[config.mk]
export PLATFORM = sky130hd
export DESIGN_NAME = pri_encoder_q
export DESIGN_NICKNAME = d
export VERILOG_FILES = /design/src/rtl/pri_encoder_q.sv
export SDC_FILE = /design/constraint.sdc
export NUM_CORES = 1
export LEC_CHECK = 0
export CORE_MARGIN = 3
export CORE_UTILIZATION = 42
export CTS_CLUSTER_DIAMETER = 150
export DETAILED_ROUTE_END_ITERATION = 10
export PLACE_DENSITY = 0.89
export SETUP_SLACK_MARGIN = 0.2
export SKIP_CTS_REPAIR_TIMING = 1
export SLEW_MARGIN = 20
export SYNTH_ARGS = -nofsm -noshare
export SYNTH_HDL_FRONTEND = slang
export SYNTH_SLANG_ARGS = --single-unit
[constraint.sdc]
create_clock -name clk -period 2.99 [get_ports clk]
set_clock_uncertainty 0.15 [all_clocks]
set_input_delay 0.7475 -clock clk [delete_from_list [all_inputs] [get_ports clk]]
set_output_delay 0.7475 -clock clk [all_outputs]
set_load 0.05 [all_outputs]
[src/rtl/pri_encoder_q.sv]
// pri_encoder_q: registered priority encoder with a sticky pending register.
// Request pulses set pending bits; one encoded index at a time is offered on
// a valid/ready output, and a pending bit clears only when its index is
// accepted. MODE 0 = fixed priority (highest index wins), MODE 1 = round-robin
// searching downward from a pointer, wrapping at N-1.
//
// Handshake: out_valid/out form a standard valid/ready pair. Once out_valid is
// high, out and out_valid stay constant until a cycle with out_ready high
// (accept = out_valid & out_ready); nothing newer, even a higher-priority
// request, can replace the offered index before it is accepted.
module pri_encoder_q #(
    parameter int N    = 8,
    parameter int W    = 3,
    parameter int MODE = 0
) (
    input  logic         clk,
    input  logic         rst,
    input  logic [N-1:0] req,
    input  logic         out_ready,
    output logic         out_valid,
    output logic [W-1:0] out,
    output logic [N-1:0] pending,
    output logic         busy
);

    logic [N-1:0] pending_q, pending_d;
    logic         out_valid_q, out_valid_d;
    logic [W-1:0] out_q, out_d;
    logic [W-1:0] ptr_q, ptr_d;

    logic         accept;
    logic         load;
    logic [N-1:0] clr_mask;
    logic [N-1:0] sel_in;
    logic [W-1:0] eff_ptr;
    logic [W-1:0] pick_idx;
    logic         pick_found;

    // Accept, clear mask and pending update; a same-cycle req beats the clear.
    always_comb begin
        accept    = out_valid_q & out_ready;
        clr_mask  = accept ? ({{(N-1){1'b0}}, 1'b1} << out_q) : '0;
        sel_in    = pending_q & ~clr_mask;
        pending_d = (pending_q & ~clr_mask) | req;
        load      = ~out_valid_q | accept;
        // Round-robin starts just below the index being accepted this cycle.
        if (accept) begin
            eff_ptr = (out_q == '0) ? W'(N - 1) : out_q - W'(1);
        end else begin
            eff_ptr = ptr_q;
        end
    end

    // Pick one set bit of sel_in; later loop iterations have higher priority.
    always_comb begin
        logic [W-1:0] cand;
        int           idx;
        pick_found = 1'b0;
        pick_idx   = '0;
        cand       = '0;
        idx        = 0;
        if (MODE == 0) begin
            // Ascending scan: the highest set index is assigned last and wins.
            for (int i = 0; i < N; i++) begin
                cand = W'(i);
                if (sel_in[cand]) begin
                    pick_found = 1'b1;
                    pick_idx   = cand;
                end
            end
        end else begin
            // Scan from the farthest candidate toward eff_ptr, so eff_ptr wins
            // and the order below it descends with wrap at N-1.
            for (int k = N - 1; k >= 0; k--) begin
                idx = int'(eff_ptr) - k;
                if (idx < 0) begin
                    idx = idx + N;
                end
                cand = idx[W-1:0];
                if (sel_in[cand]) begin
                    pick_found = 1'b1;
                    pick_idx   = cand;
                end
            end
        end
    end

    // Output stage and pointer next-state: load when empty or being accepted.
    always_comb begin
        out_valid_d = out_valid_q;
        out_d       = out_q;
        ptr_d       = ptr_q;
        if (load) begin
            out_valid_d = |sel_in;
            if (pick_found) begin
                out_d = pick_idx;
            end
        end
        if (accept && (MODE == 1)) begin
            ptr_d = eff_ptr;
        end
    end

    // State registers with synchronous active-high reset; req is ignored in reset.
    always_ff @(posedge clk) begin
        if (rst) begin
            pending_q   <= '0;
            out_valid_q <= 1'b0;
            out_q       <= '0;
            ptr_q       <= W'(N - 1);
        end else begin
            pending_q   <= pending_d;
            out_valid_q <= out_valid_d;
            out_q       <= out_d;
            ptr_q       <= ptr_d;
        end
    end

    assign out_valid = out_valid_q;
    assign out       = out_q;
    assign pending   = pending_q;
    assign busy      = |pending_q;

endmodule

* Word-level counts from Yosys, hierarchy flattened
Cells that the tools add are included.
** Word-level totals
- Register bits after elaboration :: 12
** Cells by class
- Mux-type cells :: 16
- Shift operators :: 1
- Bitwise logic cells :: 6
- Reductions and logical operators :: 3
** Operator list (number)
- 2-to-1 mux 3 bit :: 6
- OR reduction 8 bit :: 2
- 2-to-1 mux 1 bit :: 9
- AND 8 bit :: 1
- 2-to-1 mux 8 bit :: 1
- NOT 8 bit :: 1
- bitwise OR 8 bit :: 1
- left shift 1 x 3 -> 8 bit, first input constant :: 1
- AND reduction 2 bit :: 1
- AND 1 bit :: 1
- NOT 1 bit :: 1
- bitwise OR 1 bit :: 1

* Depth between registers and ports, before layout
Gate-level depths: netlist (run 1).
- Depth in word-level cells :: 13
- Gate-level depth with buffers :: 6
- Gate-level depth less buffers :: 5

* Worst setup path after synthesis (run 1)
Ideal clock, no wire load.
- Kind :: register to register
- Start point :: reg out_q[0] (netlist: out[0])
- End point :: reg out_q[0] (netlist: out[0])
- Stages on the path, launching flop included :: 7
- Slack :: 359 ps
- Arrival time :: 2359 ps
- Path through :: dfxtp_1 -> buf_4 -> nand4_1 -> o21a_1 -> or4b_4 -> o31ai_4 -> mux2_4
** On the way
- Word-level cells in the longest chain between the ends :: 13
- Elaborated cells between the ends (all ways) :: 20
** RTL lines
- start: declaration :: RTL line 28 : logic [W-1:0] out_q, out_d;
- start signal: assignment :: RTL line 114 : out_q <= out_d;
- left shift 1 x 3 -> 8 bit * :: RTL line 42 : clr_mask = accept ? ({{(N-1){1'b0}}, 1'b1} << out_q) : '0;
- 2-to-1 mux 8 bit * :: RTL line 42
- NOT 8 bit * :: RTL line 43 : sel_in = pending_q & ~clr_mask;
- AND 8 bit * :: RTL line 43
- 2-to-1 mux 1 bit (8 in a row) :: RTL line 66 : if (sel_in[cand]) begin
- AND reduction 2 bit (no source line)
Every way passes the cells marked *; elsewhere a longest branch is shown, timed or not.
A chain may end at the register's enable or synchronous reset.

* Worst setup path in the final report (run 1)
- Start point :: in out_ready
- End point :: reg out_q[0] (netlist: out[0])
** On the way
- Word-level cells in the longest chain between the ends :: 13
- Elaborated cells between the ends (all ways) :: 21
** RTL lines
- start: declaration :: RTL line 19 : input logic out_ready,
- AND 1 bit * :: RTL line 41 : accept = out_valid_q & out_ready;
- 2-to-1 mux 8 bit :: RTL line 42
- NOT 8 bit :: RTL line 43
- AND 8 bit :: RTL line 43
- 2-to-1 mux 1 bit (8 in a row) :: RTL line 66
- AND reduction 2 bit (no source line)
Marks and branches as above.

==> results of run 1 <==
## sequential cells by signal, indices dropped and copies added (netlist names)
signal	cells
out	3
out_valid	1
pending	8
## placed cells by master, fill, tap and decap left out, types with 3 or more instances in the layout
master and n:
nor2_1 13, nand2_1 5, clkdlybuf4s50_1 23, dfxtp_1 12, inv_1 7, a21oi_1 8
o21ai_0 4, buf_4 9, clkbuf_4 3
## report_power, final
group          switching (mW)  internal [mW]
registers              0.0216          0.174
clock network          0.0543         0.0741
logic                  0.0945         0.0706
## layer usage
metal	vias to the layer above	wire [um]	GRT usage
li1	350	-	-
met1	331	759	0.234
met2	35	889	0.325
met3	4	119	0.0279
met4	0	23	0.117
met5	-	0	0
## logic make-up (layout without fill, tap and decap cells)
kind of cell	after synthesis	count (layout)
buffers and inverters	10	43
flip-flops	12	12
AO/OA/AOI/OAI	22	22
multiplexers	3	3
AND/OR/NAND/NOR	32	32
## Yosys cell counts (2+ instances only)
library cell,instances
nand3_1,2
nand2_1,5
a31oi_1,2
o21ai_0,4
dfxtp_1,12
mux2i_1,2
a2111oi_0,2
nor3_1,2
nor2_1,13
a21oi_1,8
inv_1,7
o21a_1,2
nand4_1,2
## tightest hold or removal path: cells and delay by family, from the launching register on
family | cells | cell delay [ns]
flip-flops | 1 | 0.36
AO/OA/AOI/OAI | 2 | 0.16
## stage by stage
stage / hold WS [ns] / cell area (sq um) / util / power [mW]
2_1_floorplan: 0.603 / 638 / - / 0.297
3_5_place_dp: 0.400 / 938 / 0.687 / 0.362
4_1_cts: 0.416 / 975 / 0.713 / 0.493
5_1_grt: 0.434 / 975 / 0.713 / 0.513
3_3_place_gp: 0.376 / 938 / 0.687 / 0.359
6_report: 0.418 / 975 / 0.713 / 0.489
## final cells by class
| class | instances | share of cell area |
|---|---|---|
| Tap cell | 15 | 0.0193 |
| Multi-Input combinational cell | 57 | 0.365 |
| Clock buffer | 4 | 0.0372 |
| Sequential cell | 12 | 0.246 |
| Timing Repair Buffer | 32 | 0.306 |
| Inverter | 7 | 0.0270 |
## how the worst max path moves through the flow
| stage | cells past startpoint | slack, ns | end | startpoint |
|---|---|---|---|---|
| finish | 6 | 0.25 | out[0] | out_ready |
| global route | 7 | 0.20 | out[1] | out_ready |
| CTS | 6 | 0.18 | out[0] | out_ready |
| detailed placement | 6 | -0.11 | out[0] | out_ready |
| global placement | 6 | -0.02 | out[0] | out_ready |
| floorplan | 6 | 0.36 | out[0] | out[0] |
==> impl_metrics.json, run 1 <==
{
  "status": "complete, no violations",
  "cts_made_buffers": 3,
  "synthSimpleGateAreaFrac": 0.267,
  "die-area_sq_um": 2020,
  "syn_inst": 79,
  "fin_setup_tns_ns": 0,
  "crit_path_cell_trace": "clkdlybuf4s50_1 -> nand4_1 -> o21a_1 -> or4b_4 -> o31ai_4 -> mux2_4",
  "grt_start_max_net_pins": 12,
  "crit_fanout": 4,
  "multi_input_area_sq_um": 355,
  "slowest_delay_ns": 0.56,
  "overflow": 0,
  "min_to": "pending[3]",
  "holdCritPathClass": "register to register",
  "drtIter0Drc": 23,
  "synthMuxAreaShare": 0.0549,
  "ctsRootBufferMaster": "clkbuf_4",
  "synth-adder-area-share": 0,
  "dr.pass1.iters": 4,
  "synth_compound_area_frac": 0.235,
  "crit_buf_inv": 1,
  "worstHoldPathCells": 2,
  "routed_wl_um": 1790,
  "start_util": 0.467,
  "clk_path_buf_depth": 2,
  "required_ns": 3.01,
  "crit_slowest_cell": "or4b_4",
  "cts_tree": "done",
  "worstHoldStart": "pending[3]",
  "drv_slew": 0,
  "syn_nets": 90,
  "rsz0062_at_grt": "false",
  "syn_area_sq_um": 638,
  "wire_per_inst_um": 14.1,
  "htree_levels": 1,
  "cts_sinks": 12,
  "avgSynthCellArea_sq_um": 8.08,
  "ant_nets": 0,
  "synth_top_family_by_area": "simple AND/OR/NAND/NOR gates",
  "area_growth_pct": 52.7,
  "hold_viol": 0,
  "antenna_found_initial": 0,
  "hpwl_um": 1380,
  "place_ws_ns": -0.109,
  "setup_ws_ns": 0.252,
  "cap_viol_max_count": 0,
  "drive_gt1_frac": 0.152,
  "async_reset_ff_frac": 0,
  "gp_congestion": 0.817,
  "cp-start-kind": "primary input",
  "reg2reg_slack_ns": 0.71,
  "coreArea_sq_um": 1370,
  "io_buffers": 23,
  "yosysTopAreaCellShare": 0.376,
  "ios": 24,
  "synth_area_leader_cell": "dfxtp_1",
  "grt_use_total": 0.195,
  "p_leak_nw": 0.395,
  "maxSlewHeadroom": 0.661,
  "power_density_nw_per_um2": 502,
  "clk_pin_slew_ns": 0.08,
  "synth.area.top_cells": "dfxtp_1 38%, nor2_1 7.6%, a21oi_1 6.3%, inv_1 4.1%, o31ai_4 3.3%",
  "viasPerCell": 5.67,
  "fin_crit_ns": 2.74,
  "seqCellArea_sq_um": 240,
  "max_freq_ghz": 0.365,
  "chipWidth_um": 45.0,
  "clock_latency_ns": 0.28,
  "post-route-period-util": 0.916,
  "ir_drop_v": 0.000289,
  "dp.cells": 123,
  "worst_slew_pin_slew_ns": 0.507,
  "num_antenna_cells": 0,
  "grt_pass1_wl_um": 2890,
  "fillers": 119,
  "crit_type": "primary input to register",
  "worstPathArrival_ns": 2.76,
  "dr_total_vias": 720,
  "ys_warn_count": 0,
  "nNetsFinal": 124,
  "synth_xor_area_frac": 0,
  "die_h_um": 45.0,
  "synth_top_flop_cell": "dfxtp_1",
  "seq_area_frac_synth": 0.376,
  "reg2reg_from": "out[0]",
  "synth_edf_count": 0,
  "row_count": 13,
  "reg2regPathDepth": 5,
  "setup_viol": 0,
  "ys_seq_elements": 12,
  "timing.rr.end": "out[0]",
  "drc_errors": 0,
  "grt_pass1_vias": 693,
  "end_kind": "register",
  "yosysUniqueCellTypes": 29,
  "final-instance-count-excl-fill": 127,
  "crit_family": "simple AND/OR/NAND/NOR gates"
}
No activity file was read; power rests on OpenSTA's default activity.
==> run 2, diff against run 1 <==
--- a/config.mk
+++ b/config.mk
@@ -9,6 +9,7 @@
 export CORE_UTILIZATION = 42
 export CTS_CLUSTER_DIAMETER = 150
 export DETAILED_ROUTE_END_ITERATION = 10
+export GPL_TIMING_DRIVEN = 1
 export PLACE_DENSITY = 0.89
 export SETUP_SLACK_MARGIN = 0.2
 export SKIP_CTS_REPAIR_TIMING = 1
==> results of run 2 <==
No change in the layout: final DEF, timing and power equal those of run 1.
